`src/rtl/sort_in_if_pkg.sv`:
```
// Shared types and helpers for the sort-path ingress stage: FSM state encoding,
// default sizing and the ceil-log2 helper used to size buffer addresses.
package sort_in_if_pkg;

  localparam int unsigned DefDataWidth = 16;
  localparam int unsigned DefMaxLength = 256;

  typedef enum logic [2:0] {
    StIdle    = 3'd0,
    StWrData  = 3'd1,
    StSendReq = 3'd2,
    StWaitAck = 3'd3,
    StWaitRel = 3'd4
  } state_e;

  // Bits needed to address 'value' locations; never less than 1.
  function automatic int unsigned alt_clogb2(input int unsigned value);
    int unsigned res;
    int unsigned v;
    res = 0;
    v = (value > 0) ? value - 1 : 0;
    while (v > 0) begin
      res++;
      v = v >> 1;
    end
    return (res == 0) ? 1 : res;
  endfunction

endpackage

```
`src/rtl/sort_in_if_if.sv`:
```
// Stream, buffer-write and req/ack signals of the sort ingress stage.
// master = upstream source / read side, slave = the sort_in_if block.
interface sort_in_if_if #(
  parameter int unsigned DATA_WIDTH = 16,
  parameter int unsigned ADDR_WIDTH = 8
);
  logic [DATA_WIDTH-1:0] snk_data;
  logic                  snk_sop;
  logic                  snk_eop;
  logic                  snk_valid;
  logic                  snk_ready;
  logic [DATA_WIDTH-1:0] buf_data;
  logic [ADDR_WIDTH-1:0] buf_wraddress;
  logic                  buf_wren;
  logic                  snk_req;
  logic                  src_ack;
  logic [ADDR_WIDTH-1:0] tran_len;

  modport master (
    output snk_data, snk_sop, snk_eop, snk_valid, src_ack,
    input  snk_ready, buf_data, buf_wraddress, buf_wren, snk_req, tran_len
  );

  modport slave (
    input  snk_data, snk_sop, snk_eop, snk_valid, src_ack,
    output snk_ready, buf_data, buf_wraddress, buf_wren, snk_req, tran_len
  );
endinterface

```
`src/rtl/sort_sync2.sv`:
```
// Two-flop synchroniser with asynchronous active-low reset; resets to 0.
module sort_sync2 (
  input  logic clock,
  input  logic reset_n,
  input  logic d,
  output logic q
);
  logic [1:0] sync_q;

  always_ff @(posedge clock or negedge reset_n) begin
    if (!reset_n) begin
      sync_q <= 2'b00;
    end else begin
      sync_q <= {sync_q[0], d};
    end
  end

  assign q = sync_q[1];
endmodule

```
`src/rtl/sort_in_if.sv`:
```
// Sort-path ingress: writes one stream packet into the packet buffer from address 0, then
// hands it to the read side with a 4-phase req/ack. Optional stats: SORT_IN_IF_STAT_EN.
module sort_in_if
  import sort_in_if_pkg::*;
#(
  parameter int unsigned DATA_WIDTH = DefDataWidth,
  parameter int unsigned MAX_LENGTH = DefMaxLength
) (
  input  logic        snk_clock,
  input  logic        snk_reset_n,
  sort_in_if_if.slave bus
`ifdef SORT_IN_IF_STAT_EN
  ,
  output logic [15:0] pkt_cnt,
  output logic [7:0]  trunc_cnt,
  output logic [7:0]  drop_cnt
`endif
);
  localparam int unsigned ADDR_WIDTH = alt_clogb2(MAX_LENGTH);
  localparam logic [ADDR_WIDTH-1:0] LastAddr = ADDR_WIDTH'(MAX_LENGTH - 1);

  state_e                state_q, state_d;
  logic                  ready_q, ready_d;
  logic                  wren_q, wren_d;
  logic [ADDR_WIDTH-1:0] wraddr_q, wraddr_d;
  logic [DATA_WIDTH-1:0] data_q, data_d;
  logic                  req_q, req_d;
  logic [ADDR_WIDTH-1:0] tran_len_q, tran_len_d;
  logic [ADDR_WIDTH-1:0] cnt_q, cnt_d;
  logic                  ack_sync;
  logic                  accept;
  logic                  last_addr;

  sort_sync2 u_ack_sync (
    .clock   (snk_clock),
    .reset_n (snk_reset_n),
    .d       (bus.src_ack),
    .q       (ack_sync)
  );

  assign accept    = bus.snk_valid & ready_q;
  assign last_addr = (cnt_q == LastAddr);

  always_comb begin
    state_d    = state_q;
    wren_d     = 1'b0;
    wraddr_d   = wraddr_q;
    data_d     = data_q;
    req_d      = req_q;
    tran_len_d = tran_len_q;
    cnt_d      = cnt_q;

    unique case (state_q)
      StIdle, StWrData: begin
        if (accept) begin
          if (bus.snk_sop) begin
            // sop always (re)starts at address 0; a partial packet is simply abandoned
            wren_d   = 1'b1;
            wraddr_d = '0;
            data_d   = bus.snk_data;
            cnt_d    = ADDR_WIDTH'(1);
            if (bus.snk_eop) begin
              tran_len_d = '0;
              state_d    = StSendReq;
            end else begin
              state_d = StWrData;
            end
          end else if (state_q == StWrData) begin
            wren_d   = 1'b1;
            wraddr_d = cnt_q;
            data_d   = bus.snk_data;
            cnt_d    = cnt_q + ADDR_WIDTH'(1);
            // a full buffer closes the packet as if eop had been seen
            if (bus.snk_eop || last_addr) begin
              tran_len_d = cnt_q;
              state_d    = StSendReq;
            end
          end
        end
      end
      StSendReq: begin
        req_d   = 1'b1;
        state_d = StWaitAck;
      end
      StWaitAck: begin
        if (ack_sync) begin
          req_d   = 1'b0;
          state_d = StWaitRel;
        end
      end
      StWaitRel: begin
        if (!ack_sync) begin
          state_d = StIdle;
        end
      end
      default: begin
        state_d = StIdle;
      end
    endcase

    ready_d = (state_d == StIdle) || (state_d == StWrData);
  end

  always_ff @(posedge snk_clock or negedge snk_reset_n) begin
    if (!snk_reset_n) begin
      state_q    <= StIdle;
      ready_q    <= 1'b0;
      wren_q     <= 1'b0;
      wraddr_q   <= '0;
      data_q     <= '0;
      req_q      <= 1'b0;
      tran_len_q <= '0;
      cnt_q      <= '0;
    end else begin
      state_q    <= state_d;
      ready_q    <= ready_d;
      wren_q     <= wren_d;
      wraddr_q   <= wraddr_d;
      data_q     <= data_d;
      req_q      <= req_d;
      tran_len_q <= tran_len_d;
      cnt_q      <= cnt_d;
    end
  end

  assign bus.snk_ready     = ready_q;
  assign bus.buf_wren      = wren_q;
  assign bus.buf_wraddress = wraddr_q;
  assign bus.buf_data      = data_q;
  assign bus.snk_req       = req_q;
  assign bus.tran_len      = tran_len_q;

`ifdef SORT_IN_IF_STAT_EN
  logic        ev_pkt, ev_trunc, ev_drop;
  logic [15:0] pkt_q;
  logic [7:0]  trunc_q, drop_q;

  // StSendReq lasts exactly one cycle, so this fires once per published packet
  assign ev_pkt   = (state_d == StSendReq);
  assign ev_trunc = (state_q == StWrData) && accept && !bus.snk_sop && !bus.snk_eop &&
                    last_addr;
  assign ev_drop  = accept && (((state_q == StIdle) && !bus.snk_sop) ||
                               ((state_q == StWrData) && bus.snk_sop));

  always_ff @(posedge snk_clock or negedge snk_reset_n) begin
    if (!snk_reset_n) begin
      pkt_q   <= '0;
      trunc_q <= '0;
      drop_q  <= '0;
    end else begin
      if (ev_pkt && (pkt_q != '1)) pkt_q <= pkt_q + 16'd1;
      if (ev_trunc && (trunc_q != '1)) trunc_q <= trunc_q + 8'd1;
      if (ev_drop && (drop_q != '1)) drop_q <= drop_q + 8'd1;
    end
  end

  assign pkt_cnt   = pkt_q;
  assign trunc_cnt = trunc_q;
  assign drop_cnt  = drop_q;
`endif

endmodule

```
`src/flat_wrapper.sv`:
```
// flat-port wrapper written by rule: the top's interface ports become plain ports
module sort_in_if_flat import sort_in_if_pkg::*;
#(
  parameter int unsigned DATA_WIDTH = DefDataWidth,
  parameter int unsigned MAX_LENGTH = DefMaxLength
)
  (snk_clock, snk_reset_n, bus_snk_data, bus_snk_sop, bus_snk_eop, bus_snk_valid, bus_src_ack, bus_snk_ready, bus_buf_data, bus_buf_wraddress, bus_buf_wren, bus_snk_req, bus_tran_len);
  sort_in_if_if #(.DATA_WIDTH(DATA_WIDTH), .ADDR_WIDTH((alt_clogb2((256))))) bus_i ();
  input  logic snk_clock;
  input  logic snk_reset_n;
  input wire logic [$bits(bus_i.snk_data)-1:0] bus_snk_data;
  input wire logic [$bits(bus_i.snk_sop)-1:0] bus_snk_sop;
  input wire logic [$bits(bus_i.snk_eop)-1:0] bus_snk_eop;
  input wire logic [$bits(bus_i.snk_valid)-1:0] bus_snk_valid;
  input wire logic [$bits(bus_i.src_ack)-1:0] bus_src_ack;
  output wire logic [$bits(bus_i.snk_ready)-1:0] bus_snk_ready;
  output wire logic [$bits(bus_i.buf_data)-1:0] bus_buf_data;
  output wire logic [$bits(bus_i.buf_wraddress)-1:0] bus_buf_wraddress;
  output wire logic [$bits(bus_i.buf_wren)-1:0] bus_buf_wren;
  output wire logic [$bits(bus_i.snk_req)-1:0] bus_snk_req;
  output wire logic [$bits(bus_i.tran_len)-1:0] bus_tran_len;
  assign bus_i.snk_data = bus_snk_data;
  assign bus_i.snk_sop = bus_snk_sop;
  assign bus_i.snk_eop = bus_snk_eop;
  assign bus_i.snk_valid = bus_snk_valid;
  assign bus_i.src_ack = bus_src_ack;
  assign bus_snk_ready = bus_i.snk_ready;
  assign bus_buf_data = bus_i.buf_data;
  assign bus_buf_wraddress = bus_i.buf_wraddress;
  assign bus_buf_wren = bus_i.buf_wren;
  assign bus_snk_req = bus_i.snk_req;
  assign bus_tran_len = bus_i.tran_len;
  sort_in_if #(.DATA_WIDTH(DATA_WIDTH), .MAX_LENGTH(MAX_LENGTH)) u_core (.snk_clock(snk_clock), .snk_reset_n(snk_reset_n), .bus(bus_i));
endmodule
```
`config.mk`:
```
export PLATFORM = sky130hd
export DESIGN_NAME = sort_in_if_flat
export DESIGN_NICKNAME = d
export VERILOG_FILES = /design/src/rtl/sort_in_if_pkg.sv /design/src/rtl/sort_in_if_if.sv /design/src/rtl/sort_sync2.sv /design/src/rtl/sort_in_if.sv /design/src/flat_wrapper.sv
export SDC_FILE = /design/constraint.sdc
export NUM_CORES = 1
export LEC_CHECK = 0
export CAP_MARGIN = 20
export CORE_ASPECT_RATIO = 0.9
export CORE_UTILIZATION = 42
export DETAILED_ROUTE_END_ITERATION = 10
export GPL_TIMING_DRIVEN = 0
export HOLD_SLACK_MARGIN = 0.1
export PLACE_DENSITY = 0.74
export SYNTH_ARGS = -nofsm -noshare
export SYNTH_HDL_FRONTEND = slang
export SYNTH_SLANG_ARGS = --single-unit
```
`constraint.sdc`:
```
create_clock -name snk_clock -period 1.5 [get_ports snk_clock]
set_clock_uncertainty 0.05 [all_clocks]
set_input_delay 0.375 -clock snk_clock [delete_from_list [all_inputs] [get_ports snk_clock]]
set_output_delay 0.375 -clock snk_clock [all_outputs]
set_load 0.005 [all_outputs]
```
; ---- After elaboration in Yosys (flattened, before gate mapping)
; Index checks and enable logic that the tools add are counted.
; Widths: inputs -> output; s select.
[word_totals]
regBits = 48
latch_bits = 0
ramBits = 0
romBits = 0
in_bits = 22
out_inout_bits = 35
wordCells = 54
memories = 0
[classes]
n_addsub = 1
n_mul = 0
div = 0
magnitude_cmp = 0
eq_ne = 8
n_shift = 0
mux = 24
n_bitwise = 1
n_reduce_logical = 11
[ops]
columns = cell, n
row1 = $mux 8, 8
row2 = $mux 16, 2
row3 = $mux 3, 6
row4 = $pmux 3 s4, 1
row5 = $add 8x1->8 const B, 1
row6 = $eq 8x8->1 const B, 1
row7 = $eq 3x1->1 const B, 2
row8 = $eq 3x2->1 const B, 2
row9 = $logic_not 3->1, 2
row10 = $reduce_bool 2->1, 3
row11 = $mux 1, 5
row12 = $reduce_and 5->1, 1
row13 = $eq 3x3->1 const B, 1
row14 = $reduce_and 3->1, 1
row15 = $logic_or 1x1->1, 2
row16 = $mux 2, 1
row17 = $ne 2x1->1 const B, 1
row18 = $ne 2x2->1 const B, 1
row19 = $pmux 1 s2, 1
row20 = $reduce_and 2->1, 1
row21 = $reduce_or 2->1, 1
row22 = $and 1x1->1, 1

; ---- Depth between registers and ports, before layout
; Gate-level depths: netlist of the first run.
[logic_depth]
word_depth = 9
ltp_mapped = 7
ltp_nobuf = 5

; ---- Modules after synthesis
; A second synthesis of the first run with hierarchy kept.
[hier_totals]
hier_cells = 201
area_unflattened_um2 = 2037.0
[modules_own_cells]
columns = mod, instances, cells_each, area_each_um2, seq_area_each_um2
row1 = sort_in_if, 1, 199, 1986.9, 1151.1
row2 = sort_sync2, 1, 2, 50.0, 50.0

; ---- Worst setup path after synthesis of the first run
; OpenSTA, ideal clock, no wires.
[synth_path]
kind = register -> register
startpoint = register u_core.state_q[1]
endpoint = register u_core.cnt_q[5]
setup_ns = 0.078
t_arrival_ns = 1.483
t_required_ns = 1.372
slack_ns = -0.111
stages_incl_launch_ff = 6
n_path_buf = 1
period_less_slack_ns = 1.611
cell_sequence = dfrtp_1 and4bb_1 buf_4 nand2_4 or4_1 a21oi_1
[synth_between]
elab_chain_len = 3
elab_cells_between_ends = 5
classes_between = eq/ne: 1 / reduce/logical: 4
[synth_rtl]
columns = element, line
row1 = start: declaration, sort_in_if.sv:22  ; state_e state_q, state_d;
row2 = start signal: assignment, sort_in_if.sv:106  ; state_q <= StIdle;
row3 = start signal: assignment, sort_in_if.sv:115  ; state_q <= state_d;
row4 = $eq 3x1->1 / $logic_not 3->1 (equally long branches), "sort_in_if.sv:53, sort_in_if.sv:68"
row5 = $reduce_bool 2->1 (no line) / $reduce_or 2->1 (equally long branches), --
row6 = $reduce_and 3->1 (no line) *, --
row7 = end signal: assignment, sort_in_if.sv:122  ; cnt_q <= cnt_d;
row8 = end: declaration, sort_in_if.sv:29  ; logic [ADDR_WIDTH-1:0] cnt_q, cnt_d;
; Every way passes the cells marked *; elsewhere a longest branch is shown, timed or not.
; A chain may end at the register's enable or synchronous reset.

; ---- Worst setup path after layout of the first run
[layout_path]
startpoint = register u_core.state_q[1]
endpoint = register u_core.cnt_q[7]
; The elaborated chain is that of the path after synthesis.

==> impl_metrics.tcl, run 1 <==
set metrics [dict create \
    cts_max_level 2 \
    clkPwrFrac 0.198 \
    hold-path-endpoint "u_core.u_ack_sync.sync_q[1]" \
    grt_max_degree 26 \
    nNetsFinal 297 \
    area_growth_pct 49.5 \
    power_frac_seq 0.408 \
    dr.pass1.iters 4 \
    min_period_ns 1.62 \
    drc 0 \
    fin_crit_sh 1.08 \
    finalHoldViolations 0 \
    fmax_ghz 0.617 \
    routedWlPerCell_microns 13.5 \
    port_buffers 56 \
    placementRows 23 \
    grt_pass1_wl_microns 7270 \
    die_w_microns 74.3 \
    avgViaCountPerCell 4.84 \
    syn_inst 188 \
    rsz0062_at_grt "yes" \
    via_count 1632 \
    numCtsBuffers 5 \
    overflow 0 \
    end_kind "register" \
    place_congestion 0.862 \
    switching_share 0.322 \
    arrival_ns 1.80 \
    status "finished with violations" \
    path_clk_slew_ns 0.08 \
    synth_seq_cells 48 \
    wl_microns 4560 \
    syn_area_sq_um 1980 \
    synth_area_leaders "dfrtp_1, nand2_1, a22o_1" \
    clockRootBuffer "clkbuf_8" \
    finalWorstSetupSlack_ns -0.120 \
    setup_viol 11 \
    n_fill_cell 377 \
    synth_most_common_cell "nand2_1" \
    r2r_setup_slack_ns -0.12 \
    ios 57 \
    critPathKind "register to register" \
    drv_slew 0 \
    maxSlewHeadroom 0.619 \
    ys_top_cells_by_count "nand2_1, dfrtp_1, a22o_1, o21ai_0" \
    async_reset_ff_frac 1.00 \
    num_antenna_cells 0 \
    insertion_delay_ns 0.30 \
    yosysTopAreaCell "dfrtp_1" \
    ys_types 38 \
    crit_fanout 7 \
    worstMarginPinSlew_ns 0.572 \
    cts.sinks 48 \
    cts_tree "built" \
    drtAntennaViolNets 0 \
    initial_utilization 0.440 \
    failed_checks "setup timing" \
    regToRegEndpoint "u_core.cnt_q[7]" \
    dieArea_sq_um 4990 \
    reg2reg_from "u_core.state_q[1]" \
    synth_flop_cell "dfrtp_1" \
    yosysSeqAreaShare 0.608 \
    holdPathStages 0 \
    die_h_microns 67.1 \
    min_path_type "register to register" \
    p_int_mw 3.14 \
    dr.first_iter.drc_count 92 \
    placedInstanceArea_sq_um 2650 \
    synth_nets 211 \
    design_area_sq_um 2960 \
    track_usage 0.194 \
    drive_above_1_share 0.200 \
    syn_avg_cell_area_sq_um 10.5 \
    fin_setup_tns_ns -0.751 \
    cp_data_required_time_ns 1.68 \
    leakage_nw 1.52 \
    p_comb_frac 0.394 \
    yosysWarnings 0 \
    drv_cap 0 \
    worstHoldStart "u_core.u_ack_sync.sync_q[0]" \
    grt_pass1_vias 1532 \
    synth_edf_count 0 \
    clock_path_buffers 2 \
    vdd_drop_max_v 0.000941 \
    critPathLaunchType "register" \
    hpwl_microns 2870 \
    p_sw_mw 1.50 \
    synth_top_area_frac 0.608 \
    coreArea_sq_um 4490 \
    antenna_found_initial 0 \
    rr_worst_depth 5 \
    power_density_nw_per_um2 1570 \
]
[state kept, by name, summed over array words and instances (netlist names)]
signal and flops:
u_core.bus.buf_data 16, u_core.bus.buf_wraddress 8, u_core.bus.snk_ready 1, u_core.bus.buf_wren 1, u_core.bus.tran_len 8, u_core.state_q 3, u_core.bus.snk_req 1, u_core.u_ack_sync.sync_q 2
u_core.cnt_q 8
[power by group through the flow]
stage / clock, mW / combinational [mW] / sequential, mW
finish: 0.920 / 1.83 / 1.89
global route: 0.983 / 2.03 / 1.95
CTS: 0.935 / 1.79 / 1.88
detailed placement: 0 / 1.68 / 1.97
global placement: 0 / 1.64 / 1.96
floorplan: 0 / 0.754 / 1.97
[layer usage]
metal  share of wire  vias up  routed length (microns)  global-route usage
li1                -      811                        -                   -
met1            0.46      773                     2100               0.254
met2            0.49       46                     2230               0.328
met3           0.047        2                      212              0.0499
met4          0.0037        0                       17              0.0330
met5               0        -                        0                   0
[cells by family (layout without fill, tap and decap cells)]
logic type | Yosys count | after routing | share of synthesized area
simple gates | 93 | 93 | 0.223
flops | 48 | 48 | 0.608
compound gates | 29 | 30 | 0.108
buf+inv | 12 | 98 | 0.0323
xor+xnor | 4 | 4 | 0.0177
fa+ha+maj | 1 | 1 | 0.00633
mux | 1 | 1 | 0.00506
[per-stage QoR]
stage	hold slack (ns)	total power [mW]	setup WS (ns)	instances	utilization
4_1_cts	0.310	4.61	-0.108	336	0.651
5_1_grt	0.311	4.96	-0.183	337	0.658
2_1_floorplan	0.0294	2.72	-0.0805	188	-
6_report	0.307	4.64	-0.120	337	0.658
3_3_place_gp	0.286	3.60	-1.32	306	0.586
3_5_place_dp	0.290	3.65	-0.678	307	0.589
[layout make-up]
class                           count  area, sq um  area share
Sequential cell                    48         1200       0.408
Multi-Input combinational cell    129          783       0.265
Timing Repair Buffer               80          706       0.239
Tap cell                           62         77.6      0.0262
Clock buffer                        5         68.8      0.0233
Buffer                              7         56.3      0.0191
Clock inverter                      3         42.5      0.0144
Inverter                            3         16.3     0.00550
[worst max-delay path, cell delays in order, from the launching register on]
cell and delay [ns]:
dfrtp_2 0.41, and4bb_1 0.29, buf_6 0.13, nand2_8 0.07, or4_4 0.48, a21oi_2 0.13
[placed cells by master (no fill, tap or decap), types with 2 or more instances in the layout]
cell / netlist / final
buf_2: 6 / 4
o31ai_1: 2 / 2
o21ai_0: 8 / 8
nand3_1: 3 / 3
xor2_1: 4 / 4
buf_4: 1 / 23
inv_1: 2 / 2
dfrtp_2: 0 / 3
dfrtp_1: 48 / 45
a22o_1: 10 / 10
nor2_1: 5 / 5
clkdlybuf4s50_1: 0 / 18
clkbuf_8: 0 / 5
and2_1: 4 / 3
nand4_1: 3 / 3
buf_6: 1 / 3
nand2b_1: 6 / 6
dlygate4sd2_1: 0 / 36
o21ai_4: 0 / 2
nand2_1: 59 / 59
[what timing repair did]
action                     4_1_cts  5_1_grt
hold buffers                     1        0
setup buffers                   21        1
hold endpoints to repair        24        0
gates cloned                     0        1
gates resized for setup         51       10
setup endpoints to repair       79       30
pin swaps                        6        5
[worst max-delay path by stage]
stage,start,endpoint,slack [ns],depth (start not counted)
after detailed placement,bus_snk_sop,u_core.bus.tran_len[3],-0.68,5
after floorplan,u_core.state_q[1],u_core.cnt_q[5],-0.08,5
after CTS,u_core.state_q[2],u_core.cnt_q[7],-0.11,5
after global routing,u_core.state_q[1],u_core.cnt_q[7],-0.18,5
after global placement,snk_reset_n,u_core.bus.buf_data[10],-1.32,1
final,u_core.state_q[1],u_core.cnt_q[7],-0.12,5
Note: power is estimated with default switching activity, not from simulation.
==> run 2: changes to the inputs <==
Settings changed: ABC_AREA from default to 1, CORE_UTILIZATION 42 to 43, SYNTH_HIERARCHICAL from default to 1.
Clock period 1.5 ns to 1.34 ns, I/O delays scaled along.
==> run 2 against run 1 <==
  * The flow still finishes with violations (setup timing)
  * Wire length grew 15%
  * Register-to-register slack improved by 0.06 ns
  * Die area is 3.9% higher
  * Critical path depth up 4
  * Core utilization rose by 6.6 points
  * Flip-flop and latch count unchanged
  * Non-clock buffer count rose by 14
  * Maximum frequency is 15% higher
  * Sequential power is 21% higher
  * Combinational power increased by 56%
==> impl_metrics.tcl, run 2 <==
set metrics [dict create \
    cp_data_required_time_ns 1.48 \
    failed_checks "setup timing" \
    dr.first_iter.drc_count 141 \
    crit_fanout 10 \
    grt_pass1_wl_microns 7710 \
    synth_most_common_cell "nand2_1" \
    dr.pass1.iters 4 \
    drc 0 \
    critPathKind "register to register" \
    vdd_drop_max_v 0.00128 \
    rr_worst_depth 9 \
    synth_flop_cell "dfrtp_1" \
    path_cells "ha_2 -> nand2_4 -> nor2_4 -> nand2_2 -> nand2_4 -> nand3b_4 -> buf_8 -> nand2_1 -> nand2_1" \
    drv_cap 0 \
    antenna_found_initial 0 \
    die_h_microns 68.4 \
    num_antenna_cells 0 \
    place_congestion 0.833 \
    fin_crit_sh 1.05 \
    finalHoldViolations 0 \
    grt_max_degree 34 \
    async_reset_ff_frac 1.00 \
    maxSlewHeadroom 0.740 \
    yosysTopAreaCell "dfrtp_1" \
    rsz0062_at_grt "yes" \
    via_count 1945 \
    arrival_ns 1.54 \
    min_path_type "register to register" \
    area_growth_pct 57.4 \
    status "finished with violations" \
    wl_microns 5220 \
    synth_area_leaders "dfrtp_1, nand2_1, nor2_1" \
    synth_seq_cells 48 \
    cts_max_level 2 \
    fin_setup_tns_ns -0.442 \
    cts_tree "built" \
    cts.sinks 48 \
    drv_slew 0 \
    die_w_microns 75.7 \
    track_usage 0.202 \
    max_stage_delay_ns 0.38 \
    port_buffers 55 \
    ys_top_cells_by_count "nand2_1, dfrtp_1, nor2_1, inv_1, nand3_1" \
    r2r_setup_slack_ns -0.06 \
    min_period_ns 1.40 \
    syn_avg_cell_area_sq_um 8.49 \
    synth_top_area_frac 0.571 \
    drive_above_1_share 0.261 \
    cp_slowest_cell "dfrtp_1" \
    coreArea_sq_um 4580 \
    setup_viol 11 \
    avgViaCountPerCell 4.74 \
    routedWlPerCell_microns 12.7 \
    syn_inst 248 \
    largest_reg_flops 16 \
    finalWorstSetupSlack_ns -0.0636 \
    clock_path_buffers 2 \
    grt_pass1_vias 1705 \
    layout_common_cells "nand2_1, dfrtp_1, buf_4, clkdlybuf4s15_1" \
    layout_commonest_cell "nand2_1" \
    yosysSeqAreaShare 0.571 \
    critPathLaunchType "register" \
    end_kind "register" \
    overflow 0 \
    hpwl_microns 3170 \
    syn_area_sq_um 2100 \
    path_clk_slew_ns 0.08 \
    leakage_nw 1.77 \
    nNetsFinal 370 \
    yosysWarnings 6 \
    critPathLaunch "u_core/cnt_q[1]" \
    pre_cts_slack_ns -0.478 \
    placementRows 23 \
    insertion_delay_ns 0.30 \
    synth_nets 271 \
    clockRootBuffer "clkbuf_8" \
    synth_edf_count 0 \
    worstHoldStart "u_core/u_ack_sync/sync_q[0]" \
    worstSetupEndpoint "u_core/bus.tran_len[7]" \
    worstMarginPinSlew_ns 0.391 \
    fmax_ghz 0.712 \
    reg2reg_from "u_core/cnt_q[1]" \
    dieArea_sq_um 5180 \
    drtAntennaViolNets 0 \
    ys_types 22 \
    numCtsBuffers 5 \
    initial_utilization 0.460 \
    ios 57 \
    power_density_nw_per_um2 1980 \
    regToRegEndpoint "u_core/bus.tran_len[7]" \
]
[run 2: cell count changes after synthesis, sizes merged, moves of 4 or more]
cell,previous run,this run
xor2,4,0
nand2,60,118
nand2b,6,0
nand3,3,13
a22o,10,0
and2,4,0
nor2,5,21
inv,3,19
[run 2: worst min-delay path by stage]
stage	end	slack (ns)	cells after the start
3_3_place_gp	u_core/u_ack_sync/sync_q[1]	0.28	0
5_1_grt	u_core/u_ack_sync/sync_q[1]	0.31	0
6_report	u_core/u_ack_sync/sync_q[1]	0.30	0
4_1_cts	u_core/u_ack_sync/sync_q[1]	0.31	0
3_5_place_dp	u_core/bus.buf_wraddress[0]	0.23	1
2_1_floorplan	u_core/bus.buf_data[0]	-0.01	0
[run 2: layout make-up]
class,instances,area [sq um]
clock buffer,5,68.8
sequential,48,1200
buffer,8,104
fill,353,1260
timing repair buffer,93,872
clock inverter,3,90.1
multi-input combinational,172,823
inverter,19,76.3
tap,62,77.6
[run 2: power by group]
part	leakage [nW]	total, mW	internal, mW	switching (mW)
clock	0.0784	1.40	0.933	0.472
combinational	1.07	2.86	1.58	1.28
sequential	0.623	2.28	1.96	0.318
[run 2: through the flow]
stage	power, mW	instance area [sq um]	std cells	util	hold slack (ns)
finish	6.54	3310	410	0.724	0.305
global route	6.98	3310	410	0.724	0.311
CTS	5.98	3040	394	0.664	0.308
detailed placement	4.52	2750	366	0.601	0.228
global placement	4.45	2740	365	0.598	0.284
floorplan	3.31	2110	248	-	-0.0106
[run 2: cell families after synthesis]
family | after synthesis | synth area share
simple gates | 160 | 0.323
fa+ha+maj | 1 | 0.00594
buf+inv | 28 | 0.0702
flops | 48 | 0.571
compound gates | 11 | 0.0297
[run 2: timing repair]
action	4_1_cts	5_1_grt
hold buffers	1	0
hold endpoints to repair	15	0
gates resized for setup	53	58
cloned	2	2
setup buffers	17	15
endpoints found under the setup margin	79	67
pin swaps	6	14
[run 2: routing by layer]
metal | GRT usage | vias to the layer above | routed length, microns
met1 | 0.270 | 916 | 2280
met4 | 0.0556 | 0 | 21
met5 | 0 | - | 0
li1 | - | 959 | -
met2 | 0.322 | 68 | 2630
met3 | 0.0545 | 2 | 283
[run 2: worst max-delay path: cells and delay by family (launching register included)]
kind                     cells  cell delay [ns]
AND/OR/NAND/NOR              7             0.50
flip-flops                   1             0.38
adder cells (fa/ha/maj)      1             0.22
buffers and inverters        1             0.15
==> RTL change, RTL diff (config.mk and constraints of run 1) <==
The 5 states of `state_e` get a one-hot encoding in 5 bits.
--- a/src/rtl/sort_in_if_pkg.sv
+++ b/src/rtl/sort_in_if_pkg.sv
@@ -5,12 +5,12 @@
   localparam int unsigned DefDataWidth = 16;
   localparam int unsigned DefMaxLength = 256;
 
-  typedef enum logic [2:0] {
-    StIdle    = 3'd0,
-    StWrData  = 3'd1,
-    StSendReq = 3'd2,
-    StWaitAck = 3'd3,
-    StWaitRel = 3'd4
+  typedef enum logic [4:0] {
+    StIdle    = 5'b00001,
+    StWrData  = 5'b00010,
+    StSendReq = 5'b00100,
+    StWaitAck = 5'b01000,
+    StWaitRel = 5'b10000
   } state_e;
 
   // Bits needed to address 'value' locations; never less than 1.
Function: no difference found for any inputs over 10 cycles, from zero or initial values and one cycle with snk_reset_n low; not proved beyond that.
==> RTL change against run 1 <==
The run still ends with negative setup slack left; sequential cell count increased by 2; power increased by 39%; non-clock buffer count increased by 26; setup slack got worse by 0.25 ns; die area increased by 16%; routed wire length increased by 58%; combinational power increased by 93%; design area increased by 34%; first-iteration DRC count increased by 100%; synthesized cell count increased by 23%; global-route usage increased by 3.5 points; synthesized area increased by 17%; clock power decreased by 7.7%.
==> RTL change: results (changes against run 1) <==
Worst slew margin: 70.0% (+8.1 points)
CTS sink cnt: 50 (+4.2%)
HPWL Detailed: 3450 microns (+20%)
Global-route wire length before repair: 10200 microns (+41%)
Inst Count DP: 355 (+16%)
Slowest-stage cell, CP: dfrtp_1
Arr. time, crit path: 2.03 ns (+0.23 ns)
Post-CTS sizing: 80 (+57%)
Tap cells: 67 (+8.1%)
Post-synth net total: 254 (+20%)
Multi-input combinational area share: 34.6% (+8.1 points)
Multi-input gate count: 160 (+24%)
Register area share after synthesis: 54.2% (-6.6 points)
GR Util All Layers: 22.9% (+3.5 points)
Status: finished, violations left
Mapped Cells: 231 (+23%)
Count of cell types in the netlist: 47 (+24%)
Synth Area in Compound Gates: 11.4% (+0.66 points)
Setup crit end: u_core.cnt_q[2]
Clk slew on worst S/H paths: 0.11 ns (+0.03 ns)
Synth area leaders: dfrtp_1 (53%), nand2_1 (9.6%), o21ai_0 (2.8%)
CP peak stage delay: 0.42 ns (-0.06 ns)
Final clock-cell share: 2.46% (-1.3 points)
Failing checks: negative setup slack
Worst path top cell family by delay: flip-flops
Non-CTS buffers: 113 (+30%)
# setup viols final: 45 (+34)
Largest net degree at the start of global routing: 36 (+38%)
Synth cell count leaders: nand2_1 (59), dfrtp_1 (49), o21ai_0 (13)
Met2 usage: 40.3% (+7.4 points)
Mux cell area share after synthesis: 5.14% (+4.6 points)
Met1 Use GR: 30.5% (+5.1 points)
Post-CTS Setup Repair Bufs: 36 (+71%)
R2R depth: 7 (+2)
Fillers: 319 (-15%)
Critical Path Source: u_core.state_q[4]
WL met3: 318 microns (+50%)
Worst hold margin: 0.315 ns (+0.00794 ns)
Met1 wire length: 3040 microns (+45%)
Fraction of area in registers: 31.6% (-9.2 points)
Layout cells sized above 1: 47.6% (+28 points)
Routed len/inst: 17.7 microns (+31%)
DR WL met2: 3700 microns (+66%)
Initial DRC count: 185 (+100%)
Final non-clock buffer share: 28.2% (+2.5 points)
Leakage: 1.94 nW (+28%)
Final worst slack: -0.369 ns (-0.249 ns)
Vias: 2215 (+36%)
Synth Area in Adders: 0.541% (-0.091 points)
Peak supply drop: 863 uV (-8.3%)
Post-Layout Cell Count: 407 (+21%)
## RTL change: cell count changes after synthesis, sizes merged, moves of 3 or more
cell / run 1 / this run
nand2b: 6 / 9
and2: 4 / 1
nor2b: 1 / 7
a21oi: 2 / 12
o21ai: 9 / 13
mux2i: 1 / 4
a22o: 10 / 0
clkbuf: 1 / 5
mux2: 0 / 7
inv: 3 / 9
or3: 0 / 5
## RTL change: per-stage QoR
step	instance area [sq um]	TNS, ns	total power, mW	setup WS (ns)	util (%)
2_1_floorplan	2410	-6.79	3.29	-0.292	-
3_3_place_gp	3060	-99.33	4.21	-1.44	57.8
3_5_place_dp	3070	-29.62	4.28	-0.916	58.1
4_1_cts	3650	-13.18	5.84	-0.355	69.1
5_1_grt	3970	-15.74	6.78	-0.434	75.2
6_report	3970	-13.37	6.44	-0.369	75.2
## RTL change: report_power, final
part	internal [mW]	switching [mW]
sequential	1.76	0.303
combinational	1.89	1.64
clock	0.347	0.502
